`src/rtl/cbuf_rr_arbiter.sv`:
```
// Packet-aware round-robin arbiter feeding the circular buffer write port.
// One winner per packet; beats pass through a single registered output stage.
module cbuf_rr_arbiter #(
  parameter  int NUM_REQ = 4,
  parameter  int DATA_W  = 8,
  localparam int ID_W    = $clog2(NUM_REQ)
) (
  input  logic                      clk,
  input  logic                      arst_n,
  input  logic [NUM_REQ-1:0]        valid_i,
  input  logic [NUM_REQ*DATA_W-1:0] data_i,
  input  logic [NUM_REQ-1:0]        last_i,
  output logic [NUM_REQ-1:0]        ready_o,
  output logic                      valid_o,
  output logic [DATA_W-1:0]         data_o,
  output logic                      last_o,
  output logic [ID_W-1:0]           id_o,
  input  logic                      ready_i
);

  // state    | meaning
  // S_IDLE   | no packet in progress; round-robin search from rr_ptr
  // S_LOCKED | mid-packet; only lock_id may transfer until its last beat
  typedef enum logic {S_IDLE, S_LOCKED} state_t;

  state_t            state_q, state_d;
  logic [ID_W-1:0]   rr_ptr_q, rr_ptr_d;
  logic [ID_W-1:0]   lock_id_q, lock_id_d;
  logic              valid_q, valid_d;
  logic [DATA_W-1:0] data_q, data_d;
  logic              last_q, last_d;
  logic [ID_W-1:0]   id_q, id_d;

  logic              load;
  logic              found;
  logic              accept;
  logic [ID_W-1:0]   sel;
  logic [ID_W-1:0]   sel_next;
  logic              sel_last;

  assign load = !valid_q || ready_i;

  always_comb begin
    int idx;
    logic [ID_W-1:0] cand;
    idx   = 0;
    cand  = '0;
    sel   = rr_ptr_q;
    found = 1'b0;
    if (state_q == S_LOCKED) begin
      sel   = lock_id_q;
      found = valid_i[lock_id_q];
    end else begin
      for (int i = 0; i < NUM_REQ; i++) begin
        idx = int'(rr_ptr_q) + i;
        if (idx >= NUM_REQ) idx = idx - NUM_REQ;
        cand = ID_W'(idx);
        if (!found && valid_i[cand]) begin
          found = 1'b1;
          sel   = cand;
        end
      end
    end
  end

  // Gating with arst_n keeps requesters from seeing a handshake during reset.
  assign accept   = load && found && arst_n;
  assign ready_o  = accept ? (NUM_REQ'(1) << sel) : '0;
  assign sel_last = last_i[sel];
  assign sel_next = (sel == ID_W'(NUM_REQ - 1)) ? '0 : sel + ID_W'(1);

  always_comb begin
    state_d   = state_q;
    rr_ptr_d  = rr_ptr_q;
    lock_id_d = lock_id_q;
    if (accept) begin
      if (sel_last) begin
        state_d  = S_IDLE;
        rr_ptr_d = sel_next;
      end else begin
        state_d   = S_LOCKED;
        lock_id_d = sel;
      end
    end
  end

  always_comb begin
    valid_d = valid_q;
    data_d  = data_q;
    last_d  = last_q;
    id_d    = id_q;
    if (load) valid_d = accept;
    if (accept) begin
      data_d = data_i[int'(sel)*DATA_W +: DATA_W];
      last_d = sel_last;
      id_d   = sel;
    end
  end

  always_ff @(posedge clk or negedge arst_n) begin
    if (!arst_n) begin
      state_q   <= S_IDLE;
      rr_ptr_q  <= '0;
      lock_id_q <= '0;
      valid_q   <= 1'b0;
      data_q    <= '0;
      last_q    <= 1'b0;
      id_q      <= '0;
    end else begin
      state_q   <= state_d;
      rr_ptr_q  <= rr_ptr_d;
      lock_id_q <= lock_id_d;
      valid_q   <= valid_d;
      data_q    <= data_d;
      last_q    <= last_d;
      id_q      <= id_d;
    end
  end

  assign valid_o = valid_q;
  assign data_o  = data_q;
  assign last_o  = last_q;
  assign id_o    = id_q;

endmodule

```
`config.mk`:
```
export PLATFORM = sky130hd
export DESIGN_NAME = cbuf_rr_arbiter
export DESIGN_NICKNAME = d
export VERILOG_FILES = /design/src/rtl/cbuf_rr_arbiter.sv
export SDC_FILE = /design/constraint.sdc
export NUM_CORES = 1
export LEC_CHECK = 0
export CELL_PAD_IN_SITES_DETAIL_PLACEMENT = 0
export CELL_PAD_IN_SITES_GLOBAL_PLACEMENT = 1
export CORE_MARGIN = 2
export CORE_UTILIZATION = 27
export DETAILED_ROUTE_END_ITERATION = 10
export GPL_ROUTABILITY_DRIVEN = 0
export GPL_TIMING_DRIVEN = 0
export PLACE_DENSITY_LB_ADDON = 0.1
export SLEW_MARGIN = 15
export SYNTH_ARGS = -nofsm -noshare
export SYNTH_HDL_FRONTEND = slang
export SYNTH_SLANG_ARGS = --single-unit
```
`constraint.sdc`:
```
create_clock -name clk -period 2.2 [get_ports clk]
set_input_delay 0.44 -clock clk [delete_from_list [all_inputs] [get_ports clk]]
set_output_delay 0.44 -clock clk [all_outputs]
set_load 0.1 [all_outputs]
```
==> reports/results.txt <==
GR Util All Layers -> 0.158
Compound-Gate Fraction of Synth Area -> 0.244
Via count -> 1352
Failing checks -> setup timing
CTS tree -> done
# nets final -> 260
Routed len/inst -> 15.7 um
Post-synthesis mux area share -> 0.110
Total power -> 3.12 mW
R2R depth -> 6
Final Slew Violations -> 0
Status -> finished, violations left
Number of port buffers -> 58
HPWL Detailed -> 2.93 mm
# rows -> 24
Clock transition at path regs -> 0.07 ns
Syn Inst Count -> 137
Core area -> 0.00444 mm2
Vias per cell -> 5.12
Worst R2R End -> rr_ptr_q[0]
Worst Max-Slew Pin Slew -> 0.978 ns
Fraction of registers with async set/reset -> 1.00
Slew HR -> 0.347
Antenna Nets Post-Route -> 0
Post-synth EDFFs -> 0
Final min period -> 2.54 ns
Initial antenna violation count -> 0
Drt total wl -> 4.13 mm
First-pass GRT wire length -> 6.49 mm
Largest net degree at the start of global routing -> 21
Post-Syn Area -> 0.00127 mm2
HP Class -> in -> async
RSZ-0062 raised after global routing -> true
Placed cell areas -> 0.00196 mm2
Worst setup path category -> reg -> out
Mean Syn Cell Area -> 9.26 um2
Placed Cells -> 247
Final worst-path cycle share -> 1.15
Setup Viol. Count Final -> 6
Vias in the first global route -> 1353
Diodes inserted -> 0
Worst EP required -> 1.76 ns
Post-Synth Adder-Cell Area -> 0.0394
Die Height -> 72.6 um
Simple-Gate Fraction of Synth Area -> 0.206
Combinational family with the most area after synthesis -> compound AO/OA/AOI/OAI gates
Finished Layout Cells -> 264
Die area -> 0.00526 mm2
Clk Latency, worst-skew pair -> 0.26 ns
Seq/Total Area, Yosys -> 0.335
Worst Path Arrival -> 2.10 ns
CTS root buf -> clkbuf_8
Register-to-register setup slack -> -0.02 ns
Syn_nets -> 184
Fmax achieved -> 394 MHz
Leak Pwr -> 0.999 nW
Max H-tree Level -> 1
Design Area, Final -> 0.00223 mm2
Worst Skew -> 0.00610 ns
Synth Warn # -> 0
Area delta synth->final -> 76.1%
Final Worst Setup Slack -> -0.337 ns
Synth Flop Type -> dfrtp_1
Pwr per Cell Area -> 1390 mW/mm2
Worst vdd ir -> 785 uV
Fin. Hold Viols -> 0
Post-synthesis xor/xnor area fraction -> 0
I/O pin count -> 59
DRC violations left -> 0
Clock sinks -> 17
Drt pass-1 iters -> 4
Layout cells sized above 1 -> 0.302
TritonCTS Buffers -> 3
Die W -> 72.6 um
Flops & latches, synth -> 17
Max-cap viol count -> 0
Initial Util -> 0.285
CP endpoint kind -> output pin
Crit path max fanout -> 5
Worst setup SP type -> flip-flop
Initial DRC count -> 71
Synth cell types -> 39
R2R Path Start -> rr_ptr_q[1]
GRT overflow -> 0
Clock Path Buffers -> 2
-- state kept, by name, summed over array words and instances, names as in the netlist --
name / count
data_o: 8
id_o: 2
state_q: 1
lock_id_q: 2
rr_ptr_q: 2
last_o: 1
valid_o: 1
-- cells by family (layout without fill, tap and decap cells) --
family | Yosys count | in the layout
flops | 17 | 17
simple gates | 51 | 51
mux | 12 | 12
compound gates | 38 | 38
fa+ha+maj | 4 | 4
buf+inv | 15 | 90
-- power breakdown --
group / internal, mW / switching [mW]
Sequential: 0.459 / 0.0890
Clock: 0.128 / 0.118
Combinational: 0.784 / 1.54
-- stage by stage --
| step | hold slack (ns) | utilization | setup WS (ns) | TNS [ns] |
|---|---|---|---|---|
| floorplan | 0.144 | - | -0.0990 | -0.254 |
| global placement | 0.467 | 0.441 | -1.99 | -16.87 |
| detailed placement | 0.470 | 0.441 | -1.99 | -17.23 |
| CTS | 0.257 | 0.485 | -0.388 | -1.36 |
| global route | 0.276 | 0.503 | -0.405 | -1.94 |
| finish | 0.240 | 0.503 | -0.337 | -1.19 |
-- synth_stat cells (3+ instances only) --
library cell | n | share of area
mux2_1 | 3 | 0.027
nand2b_1 | 4 | 0.020
nor2b_1 | 4 | 0.020
and2_1 | 5 | 0.025
mux2i_1 | 8 | 0.063
inv_1 | 6 | 0.018
buf_6 | 3 | 0.027
dfrtp_1 | 17 | 0.34
nor2_1 | 19 | 0.056
a21oi_1 | 11 | 0.043
nand2_1 | 12 | 0.036
a221oi_1 | 8 | 0.055
ha_1 | 4 | 0.039
-- layout make-up --
class	count	area [um2]
sequential	17	432
inverter	9	42.5
buffer	5	60.1
clock inverter	1	7.51
tap	52	65.1
timing repair buffer	72	726
clock buffer	3	41.3
multi-input combinational	105	861
fill	406	2210
-- metal layers --
metal | track usage | vias to the layer above | part of all wire
met4 | 0.0370 | 0 | 0.012
met5 | 0 | - | 0
met1 | 0.210 | 650 | 0.44
li1 | - | 648 | -
met3 | 0.0347 | 4 | 0.052
met2 | 0.261 | 50 | 0.50
-- worst max-delay path, cell delays in order, from the launching register on --
cell	delay, ns
dfrtp_2	0.44
a211o_1	0.34
a211o_1	0.31
nand2_4	0.10
clkinv_4	0.07
buf_8	0.13
ha_4	0.14
and2_4	0.16
buf_12	0.16
-- repair_timing --
item                       CTS  global route
pin swaps                    5             4
hold buffers                 0             0
setup buffers               10             4
gates cloned                 0             0
resized for setup           70            15
setup endpoints to repair   27            13
-- placed cells by master, fill, tap and decap left out, types with 2 or more instances in the layout --
cell,instances
clkinvlp_4,2
buf_6,3
nor2b_1,3
nor2_1,18
dlymetal6s2s_1,5
a21oi_1,10
a2111oi_1,2
inv_1,5
buf_8,2
dfrtp_1,14
nand2_1,11
mux2_1,3
a221o_1,2
buf_4,13
inv_2,2
and3_2,2
clkdlybuf4s15_2,2
dfrtp_2,2
dlygate4sd2_1,7
clkbuf_8,3
mux2i_1,8
buf_2,2
nand2_4,2
a221oi_1,7
buf_12,4
and2_4,4
o21ai_0,2
nand2b_1,4
nor3_2,2
clkdlybuf4s50_1,37
a211o_1,2
ha_4,3
-- how the worst max path moves through the flow --
stage / slack, ns / start / depth (start not counted) / end
global route: -0.40 / rr_ptr_q[1] / 8 / ready_o[0]
detailed placement: -1.99 / arst_n / 7 / ready_o[1]
global placement: -1.99 / arst_n / 7 / ready_o[1]
floorplan: -0.1 / valid_i[0] / 8 / ready_o[0]
CTS: -0.39 / rr_ptr_q[0] / 9 / ready_o[0]
finish: -0.34 / rr_ptr_q[1] / 8 / ready_o[0]
Note: power is estimated with default switching activity, not from simulation.
